**src/rtl/fifo_rd_arb_pkg.sv**
```systemverilog
// Shared definitions for the FIFO read-side arbiter and its round-robin picker.
//   arb_state_e : arbiter FSM states (idle, burst in progress, burst wrap-up)
//   idx_w       : width of a consumer index for n consumers (at least 1 bit)
//   stall_w     : width of a stall counter that must be able to hold t
//   rst_ptr     : reset value of the round-robin pointer (last consumer, so consumer 0 wins first)
package fifo_rd_arb_pkg;

   typedef enum logic [1:0] {
      StIdle  = 2'd0,
      StBurst = 2'd1,
      StDone  = 2'd2
   } arb_state_e;

   function automatic int unsigned idx_w(input int unsigned n);
      return (n > 1) ? $clog2(n) : 1;
   endfunction

   function automatic int unsigned stall_w(input int unsigned t);
      return (t > 0) ? $clog2(t + 1) : 1;
   endfunction

   function automatic int unsigned rst_ptr(input int unsigned n);
      return n - 1;
   endfunction

endpackage

```
**src/rtl/fifo_rd_arbiter_rr_pick.sv**
```systemverilog
// Combinational round-robin priority encoder.
// Searches req upward from ptr+1 with wrap-around and returns the first set bit.
//   req      : request vector
//   ptr      : index of the most recently served requester
//   pick     : one-hot winner (all zero when nothing requests)
//   pick_idx : binary index of the winner
//   valid    : at least one request was present
module rr_pick
   import fifo_rd_arb_pkg::*;
#(
   parameter int unsigned NREQ = 4,
   parameter int unsigned PW   = idx_w(NREQ)
) (
   input  logic [NREQ-1:0] req,
   input  logic [PW-1:0]   ptr,
   output logic [NREQ-1:0] pick,
   output logic [PW-1:0]   pick_idx,
   output logic            valid
);

   always_comb begin
      logic [PW-1:0] idx;
      idx      = '0;
      pick     = '0;
      pick_idx = '0;
      valid    = 1'b0;
      // k runs 1..NREQ so the last candidate examined is ptr itself.
      for (int unsigned k = 1; k <= NREQ; k++) begin
         idx = PW'((32'(ptr) + k) % NREQ);
         if (!valid && req[idx]) begin
            valid     = 1'b1;
            pick[idx] = 1'b1;
            pick_idx  = idx;
         end
      end
   end

endmodule

```
**src/rtl/fifo_rd_arbiter.sv**
```systemverilog
// Read-side scheduler for the dual-clock FIFO (read clock domain only).
// Shares the single show-ahead FIFO read port between NREQ consumers in round-robin order;
// each grant drains one burst of (req_len slice + 1) beats.
// Optional feature macro: RD_STALL_TIMEOUT_EN (abort a burst after TIMEOUT stalled cycles).
//   rclk, rrst_n : clock, asynchronous active-low reset
//   req, req_len : per-consumer burst request and length-1
//   rempty, rdata: FIFO empty flag and show-ahead data
//   rinc         : FIFO pop strobe
//   gnt          : registered one-hot grant
//   out_data     : rdata forwarded to consumers
//   out_valid    : one-hot beat valid; out_ready: per-consumer accept
//   burst_done   : one-cycle pulse at burst end; burst_abort: pulse when ended by timeout
module fifo_rd_arbiter
   import fifo_rd_arb_pkg::*;
#(
   parameter int unsigned NREQ    = 4,
   parameter int unsigned DSIZE   = 8,
   parameter int unsigned BLEN_W  = 4,
   parameter int unsigned TIMEOUT = 64
) (
   input  logic                     rclk,
   input  logic                     rrst_n,
   input  logic [NREQ-1:0]          req,
   input  logic [NREQ*BLEN_W-1:0]   req_len,
   input  logic                     rempty,
   input  logic [DSIZE-1:0]         rdata,
   output logic                     rinc,
   output logic [NREQ-1:0]          gnt,
   output logic [DSIZE-1:0]         out_data,
   output logic [NREQ-1:0]          out_valid,
   input  logic [NREQ-1:0]          out_ready,
   output logic [NREQ-1:0]          burst_done,
   output logic                     burst_abort
);

   localparam int unsigned   PW      = idx_w(NREQ);
   localparam logic [PW-1:0] PTR_RST = PW'(rst_ptr(NREQ));

   arb_state_e        state_q, state_d;
   logic [NREQ-1:0]   gnt_q, gnt_d;
   logic [PW-1:0]     ptr_q, ptr_d;
   logic [PW-1:0]     gidx_q, gidx_d;
   logic [BLEN_W-1:0] len_q, len_d;
   logic [BLEN_W-1:0] cnt_q, cnt_d;
   logic [BLEN_W-1:0] len_sel;
   logic [NREQ-1:0]   pick;
   logic [PW-1:0]     pick_idx;
   logic              pick_valid;
   logic              in_burst;

   rr_pick #(
      .NREQ (NREQ),
      .PW   (PW)
   ) u_rr_pick (
      .req      (req),
      .ptr      (ptr_q),
      .pick     (pick),
      .pick_idx (pick_idx),
      .valid    (pick_valid)
   );

   always_comb begin
      len_sel = '0;
      for (int unsigned i = 0; i < NREQ; i++) begin
         if (pick[i]) len_sel = req_len[i*BLEN_W +: BLEN_W];
      end
   end

   // gnt_q is only non-zero in StBurst, so it selects the granted consumer directly.
   assign in_burst   = (state_q == StBurst);
   assign rinc       = in_burst & ~rempty & |(gnt_q & out_ready);
   assign out_valid  = (in_burst && !rempty) ? gnt_q : '0;
   assign out_data   = rdata;
   assign gnt        = gnt_q;
   assign burst_done = (state_q == StDone) ? (NREQ'(1) << gidx_q) : '0;

`ifdef RD_STALL_TIMEOUT_EN
   localparam int unsigned SW = stall_w(TIMEOUT);
   logic [SW-1:0] stall_q, stall_d;
   logic          abort_q, abort_d;
   assign burst_abort = abort_q;
`else
   assign burst_abort = 1'b0;
`endif

   always_comb begin
      state_d = state_q;
      gnt_d   = gnt_q;
      ptr_d   = ptr_q;
      gidx_d  = gidx_q;
      len_d   = len_q;
      cnt_d   = cnt_q;
`ifdef RD_STALL_TIMEOUT_EN
      stall_d = stall_q;
      abort_d = 1'b0;
`endif
      unique case (state_q)
         StIdle: begin
            if (pick_valid) begin
               state_d = StBurst;
               gnt_d   = pick;
               gidx_d  = pick_idx;
               len_d   = len_sel;
               cnt_d   = '0;
`ifdef RD_STALL_TIMEOUT_EN
               stall_d = '0;
`endif
            end
         end
         StBurst: begin
            if (rinc) begin
               // Compare before incrementing so an all-ones length never wraps the counter.
               if (cnt_q == len_q) begin
                  state_d = StDone;
                  gnt_d   = '0;
               end else begin
                  cnt_d = cnt_q + BLEN_W'(1);
               end
`ifdef RD_STALL_TIMEOUT_EN
               stall_d = '0;
            end else if (stall_q == SW'(TIMEOUT - 1)) begin
               state_d = StDone;
               gnt_d   = '0;
               abort_d = 1'b1;
            end else begin
               stall_d = stall_q + SW'(1);
`endif
            end
         end
         StDone: begin
            ptr_d   = gidx_q;
            state_d = StIdle;
         end
         default: state_d = StIdle;
      endcase
   end

   always_ff @(posedge rclk or negedge rrst_n) begin
      if (!rrst_n) begin
         state_q <= StIdle;
         gnt_q   <= '0;
         ptr_q   <= PTR_RST;
         gidx_q  <= '0;
         len_q   <= '0;
         cnt_q   <= '0;
`ifdef RD_STALL_TIMEOUT_EN
         stall_q <= '0;
         abort_q <= 1'b0;
`endif
      end else begin
         state_q <= state_d;
         gnt_q   <= gnt_d;
         ptr_q   <= ptr_d;
         gidx_q  <= gidx_d;
         len_q   <= len_d;
         cnt_q   <= cnt_d;
`ifdef RD_STALL_TIMEOUT_EN
         stall_q <= stall_d;
         abort_q <= abort_d;
`endif
      end
   end

endmodule

```
**config.mk**
```make
export PLATFORM = sky130hd
export DESIGN_NAME = fifo_rd_arbiter
export DESIGN_NICKNAME = d
export VERILOG_FILES = /design/src/rtl/fifo_rd_arb_pkg.sv /design/src/rtl/fifo_rd_arbiter_rr_pick.sv /design/src/rtl/fifo_rd_arbiter.sv
export SDC_FILE = /design/constraint.sdc
export NUM_CORES = 1
export LEC_CHECK = 0
export ABC_AREA = 0
export CORE_ASPECT_RATIO = 0.75
export CORE_UTILIZATION = 45
export CTS_CLUSTER_DIAMETER = 50
export DETAILED_ROUTE_END_ITERATION = 8
export GPL_ROUTABILITY_DRIVEN = 0
export PLACE_DENSITY_LB_ADDON = 0.08
export RECOVER_POWER = 50
export SLEW_MARGIN = 20
export SYNTH_ARGS = -nofsm -noshare
export SYNTH_HDL_FRONTEND = slang
export SYNTH_SLANG_ARGS = --single-unit
```
**constraint.sdc**
```tcl
create_clock -name rclk -period 3.2 [get_ports rclk]
set_input_delay 0.48 -clock rclk [delete_from_list [all_inputs] [get_ports rclk]]
set_output_delay 0.48 -clock rclk [all_outputs]
set_load 0.02 [all_outputs]
```
==> metrics.csv, run 1 <==
metric,value,unit
outcome,"complete, no violations",
placed instance area,2000,sq um
post-CTS setup buffers,0,
Worst-Skew Late Latency,0.25,ns
synthesis-to-layout area growth,26.0,%
register area,453,sq um
largest net degree at the start of global routing,19,
Logic pwr share,0.659,
post-route cell area,2050,sq um
clock buffer depth,2,
clock root cell,clkbuf_8,
Seq pwr share,0.246,
Netlist cell types,54,
htree depth,1,
ANT cells,0,
Hold Buf Count CTS,0,
unrepaired setup endpoints after global routing,false,
DRC viols,0,
Top Family by Delay on Critical Path,compound AO/OA/AOI/OAI gates,
Area contributors post-synth,"dfrtp_1 25%, ha_1 6.9%, a22o_1 5.9%, buf_4 4.6%, nor2_1 4.4%",
Setup Skew,0.00581,ns
PnR worst setup slack,0.192,ns
Post-Syn Area per Cell,9.25,sq um
Slew Limit Fails,0,
Place WS,0.236,ns
Max stage delay on crit path,0.64,ns
Via Count,1467,
Routed Antenna Nets,0,
Via-to-Cell Ratio,5.92,
data arrival time of the worst path,3.14,ns
f_max,332,MHz
antenna violations before repair,0,
CP max-delay cell,dfstp_2,
syn nets,220,
Tot Pwr,1960,uW
Switching Power,885,uW
Rows,18,
share of cells above drive strength 1,0.101,
die width,71.5,um
clock sink total,18,
die area,3860,sq um
final wirelength,3.91,mm
CTS resizes,0,
Worst EP required,3.34,ns
drt pass-1 iters,4,
WS Path Type,flop to flop,
number of synthesized flops with an enable pin,0,
vias in the first global route,1306,
sequential share of the synthesized area,0.278,
worst vdd ir,0.000383,V
Ys Warns,0,
cell taking the most area after synthesis,dfrtp_1,
DRT iter0 DRCs,117,
Setup TNS,0,ns
CP Capture Type,flop,
number of top-level pins,57,
HP Class,flop to flop,
share of Yosys cell area claimed by the top area cell type,0.246,
crit-path cells,"inv_1, ha_1, mux4_2, a31o_2, a221oi_2, o2bb2ai_2, or2_1, o221a_1",
main flop type after synthesis,dfrtp_1,
Tot GR Track Use,0.216,
CP Launch Type,flop,
LEAKAGE,0.000826,uW
CP Depth,8,
first-pass GRT wire length,6.38,mm
#FFs+latches synth,18,
DP Wirelength,3.01,mm
wire per inst,15.8,um
Fin. Hold Viols,0,
clock share of power,0.094,
CP bufs+invs,1,
CP max FO,9,
pwr dens,956,nW/um^2
Chip Height,54.1,um
synthesized cell area,1630,sq um
Filler cells,294,
hold depth,2,
r2r worst-path depth,8,
Worst slew margin,0.462,
final period demand of the worst path,3.01,ns
final core occ,0.607,
initial core utilization,0.482,
Setup Viol. Count Final,0,
GR Overflow Total,0,
slew at the pin closest to its max-slew limit,0.804,ns
Post-Synthesis Cells,176,
PortBufs,39,
Nets,253,
fin crit share,0.940,
Int Pwr,1080,uW
total CTS buffers,3,
switch share,0.451,
Max Cap Viol,0,
Synth async-reset ratio,1.00,
CTS tree,built,
Core ar.,3380,sq um
Clock Pin Slew Worst Setup and Hold Paths,0.07,ns
area of the multi-input gates,1050,sq um
-- power by group through the flow --
stage,Combinational [uW],Sequential [uW],Clock [uW]
floorplan,929,478,0
global placement,1260,482,0
detailed placement,1270,486,0
CTS,1280,482,189
global route,1430,501,199
finish,1290,483,185
-- flip-flops by register name, summed over array words and instances (netlist names) --
name,flops
cnt_q,4
gidx_q,2
gnt,4
len_q,4
ptr_q,2
state_q,2
-- Yosys cell counts, types with 4 or more instances --
cell and n:
nand3b_1 4, nor3_1 4, ha_1 9, o221a_1 4, nor3b_1 4, dfrtp_1 16
o21ai_0 7, and2_1 4, xor2_1 4, nor2_1 19, inv_1 6, nand2_1 9
a22o_1 11, buf_4 10, a21oi_1 9
-- placed cells by master, fill, tap and decap left out, types with 2 or more instances in the layout --
cell type        Yosys  final
a21o_1               3      3
a21oi_1              9      9
a22o_1              11     11
and2_1               4      4
buf_4               10      4
clkbuf_8             0      4
clkdlybuf4s50_1      0     38
dfrtp_1             16     16
dfstp_2              2      2
ha_1                 9      9
inv_1                6      6
mux2_2               3      3
mux2i_1              3      3
mux4_2               2      2
nand2_1              9      9
nand2b_1             3      3
nand3b_1             4      4
nor2_1              19     19
nor2b_1              2      2
nor3_1               4      4
nor3b_1              4      4
nor4_1               3      3
o21ai_0              7      7
o221a_1              4      4
or3_1                2      2
xnor2_1              2      2
xor2_1               4      4
-- through the flow --
stage | hold WS (ns) | cells
floorplan | 0.184 | 176
global placement | 0.541 | 244
detailed placement | 0.550 | 244
CTS | 0.568 | 248
global route | 0.596 | 248
finish | 0.566 | 248
-- final timing paths --
check,startpoint,endpoint,slack [ns]
setup / recovery,ptr_q[1]$_DFFE_PN1P_,len_q[1]$_DFFE_PN0P_,0.19
hold / removal,cnt_q[3]$_DFFE_PN0P_,cnt_q[3]$_DFFE_PN0P_,0.57
setup reg to reg,ptr_q[1]$_DFFE_PN1P_,len_q[1]$_DFFE_PN0P_,0.19
hold reg to reg,cnt_q[3]$_DFFE_PN0P_,cnt_q[3]$_DFFE_PN0P_,0.57
max in group asynchronous,rrst_n,cnt_q[2]$_DFFE_PN0P_,1.94
min in group asynchronous,rrst_n,gidx_q[1]$_DFFE_PN0P_,0.76
-- routing by layer --
layer  wire length (um)  vias up  GRT usage
met2               1610       71      0.319
met1               1910      680      0.332
met4                 41        0     0.0425
met5                  0        -          0
met3                350       10     0.0356
li1                   -      706          -
-- cells by family (layout without fill, tap and decap cells) --
kind of cell,Yosys count,in the layout,synth area share
xor+xnor,6,6,0.0323
simple gates,60,60,0.193
flops,18,18,0.278
other cells,1,1,0.00230
buf+inv,21,53,0.0769
compound gates,52,52,0.265
mux,9,9,0.0830
fa+ha+maj,9,9,0.0692
-- worst min-delay path, cell delays in order (launching register included) --
cell	delay, ns
dfrtp_1	0.37
xnor2_1	0.12
nor2_1	0.04
-- final cells by class --
type                            instances  share of cell area
Inverter                                6              0.0110
Timing Repair Buffer                   43               0.205
Multi-Input combinational cell        137               0.512
Sequential cell                        18               0.221
Tap cell                               40              0.0244
Clock buffer                            4              0.0268
No activity file was read; power rests on OpenSTA's default activity.
==> run 2: changes to the inputs <==
--- a/config.mk
+++ b/config.mk
@@ -8,9 +8,9 @@
 export ABC_AREA = 0
 export CORE_ASPECT_RATIO = 0.75
 export CORE_UTILIZATION = 45
-export CTS_CLUSTER_DIAMETER = 50
 export DETAILED_ROUTE_END_ITERATION = 8
 export GPL_ROUTABILITY_DRIVEN = 0
+export HOLD_SLACK_MARGIN = 0.03
 export PLACE_DENSITY_LB_ADDON = 0.08
 export RECOVER_POWER = 50
 export SLEW_MARGIN = 20
==> results of run 2 <==
Final layout, timing and power as in run 1 (identical DEF).
==> run 3: changes to the inputs <==
--- a/config.mk
+++ b/config.mk
@@ -6,8 +6,10 @@
 export NUM_CORES = 1
 export LEC_CHECK = 0
 export ABC_AREA = 0
-export CORE_ASPECT_RATIO = 0.75
+export CORE_ASPECT_RATIO = 0.5
+export CORE_MARGIN = 5
 export CORE_UTILIZATION = 45
+export CTS_BUF_LIST = sky130_fd_sc_hd__clkbuf_16
 export DETAILED_ROUTE_END_ITERATION = 8
 export GPL_ROUTABILITY_DRIVEN = 0
 export HOLD_SLACK_MARGIN = 0.03
==> run 3 against run 2 <==
Largest cell class unchanged. Clock power grew 35%. Register-to-register slack gained 0.15 ns. Maximum frequency grew 5.3%.
==> metrics.csv, run 3 (synthesized netlist as in run 1, its figures left out) <==
metric,value,unit,change
outcome,"complete, no violations",,
PnR worst setup slack,0.345,ns,+0.153 ns
synthesis-to-layout area growth,29.2,%,
Clock Pin Slew Worst Setup and Hold Paths,0.05,ns,-0.02 ns
Routed Antenna Nets,0,,unchanged
LEAKAGE,0.000846,uW,+2.5%
Rows,15,,-3
Fin. Hold Viols,0,,unchanged
CTS resizes,0,,unchanged
Tot Pwr,2020,uW,+3.0%
Worst EP required,3.33,ns,about the same
antenna violations before repair,0,,unchanged
Hold Buf Count CTS,0,,unchanged
post-route cell area,2100,sq um,+2.6%
ANT cells,0,,unchanged
die area,4990,sq um,+29%
Place WS,0.278,ns,+0.0423 ns
CP Launch Type,flop,,
die width,95.1,um,+33%
Seq pwr share,0.247,,about the same
initial core utilization,0.471,,-0.0105
number of top-level pins,57,,unchanged
unrepaired setup endpoints after global routing,false,,
HP Class,flop to flop,,
Slew Limit Fails,0,,unchanged
Core ar.,3450,sq um,+2.2%
pwr dens,960,nW/um^2,+0.39%
data arrival time of the worst path,2.99,ns,-0.15 ns
share of cells above drive strength 1,0.105,,+0.00380
Int Pwr,1140,uW,+6.3%
"commonest non-fill, non-tap cell in the layout",clkdlybuf4s50_1,,
wire per inst,14.8,um,-6.0%
Switching Power,875,uW,-1.1%
Worst-Skew Late Latency,0.25,ns,about the same
most frequent cells in the layout,"38 x clkdlybuf4s50_1, 19 x nor2_1, 16 x dfrtp_1",,
clock root cell,clkbuf_16,,
Logic pwr share,0.629,,-0.030
CTS tree,built,,
clock buffer depth,2,,unchanged
first-pass GRT wire length,6.53,mm,+2.4%
f_max,350,MHz,+5.3%
switch share,0.434,,-0.0178
Tot GR Track Use,0.166,,-0.0503
clock sink total,18,,unchanged
largest net degree at the start of global routing,19,,unchanged
Filler cells,327,,+11%
placed instance area,2020,sq um,+1.4%
total CTS buffers,3,,unchanged
Setup Viol. Count Final,0,,unchanged
clock share of power,0.124,,+0.030
Setup Skew,0.00350,ns,-0.00232 ns
fin crit share,0.892,,-0.0477
slew at the pin closest to its max-slew limit,0.802,ns,-0.00259 ns
DRC viols,0,,unchanged
Worst slew margin,0.464,,+0.00173
Via Count,1425,,-2.9%
Chip Height,52.5,um,-2.9%
Max Cap Viol,0,,unchanged
post-CTS setup buffers,0,,unchanged
CP max FO,11,,+2
worst vdd ir,0.000386,V,+0.97%
htree depth,1,,unchanged
Via-to-Cell Ratio,5.46,,-7.7%
WS Path Type,flop to flop,,
drt pass-1 iters,4,,unchanged
Setup TNS,0,ns,unchanged
vias in the first global route,1365,,+4.5%
DP Wirelength,3.15,mm,+4.7%
GR Overflow Total,0,,unchanged
CP Capture Type,flop,,
DRT iter0 DRCs,44,,-62%
Nets,255,,+0.79%
final wirelength,3.87,mm,-1.1%
PortBufs,39,,unchanged
final period demand of the worst path,2.86,ns,-0.153 ns
## run 3: changes by cell type in the layout (fill, tap and decap cells not counted)
cell,before,now
buf_4,4,6
clkbuf_16,0,3
clkinv_1,0,1
clkbuf_8,4,0
## run 3: power by group through the flow
stage	Combinational (uW)	Sequential [uW]	Clock, uW
floorplan	929	478	0
global route	1400	522	265
global placement	1260	501	0
detailed placement	1270	503	0
finish	1270	498	250
CTS	1280	499	258
## run 3: layout make-up
class	count	area [sq um]	share of cell area
multi-input cells	137	1050	0.499
flip-flops and latches	18	453	0.215
repair buffers	45	435	0.207
clock buffers	3	75.1	0.0357
well taps	51	63.8	0.0303
inverters	6	22.5	0.0107
clock inverters	1	3.75	0.00178
## run 3: worst paths after layout
check                                      startpoint                     end  slack [ns]  cells past startpoint
worst max register to register   ptr_q[0]$_DFFE_PN1P_    len_q[0]$_DFFE_PN0P_        0.34                      8
min in group asynchronous                      rrst_n  state_q[0]$_DFFE_PN0P_        0.76                      1
worst max-delay path             ptr_q[0]$_DFFE_PN1P_    len_q[0]$_DFFE_PN0P_        0.34                      8
max in group asynchronous                      rrst_n   gidx_q[0]$_DFFE_PN0P_        1.93                      1
worst min register to register  gidx_q[0]$_DFFE_PN0P_   gidx_q[0]$_DFFE_PN0P_        0.54                      2
worst min-delay path            gidx_q[0]$_DFFE_PN0P_   gidx_q[0]$_DFFE_PN0P_        0.54                      2
## run 3: critical path, cell delays in order, from the launching register on
cell and delay (ns):
dfstp_2 0.68, inv_1 0.16, ha_1 0.34, mux4_2 0.38, a31o_2 0.25, a221oi_2 0.22, o2bb2ai_2 0.17, or2_1 0.28
o221a_1 0.25
## run 3: layer usage
layer  wire (um)  vias to the layer above  GRT usage
met2        1860                       34      0.277
met5           0                        -          0
met1        1810                      669      0.222
met3         171                        6     0.0316
li1            -                      716          -
met4          27                        0     0.0455
## run 3: per-stage QoR
stage | instances | hold slack (ns) | util
6_report | 261 | 0.536 | 0.609
5_1_grt | 261 | 0.578 | 0.609
4_1_cts | 261 | 0.541 | 0.609
3_5_place_dp | 257 | 0.528 | 0.586
3_3_place_gp | 257 | 0.525 | 0.586
2_1_floorplan | 176 | 0.184 | -
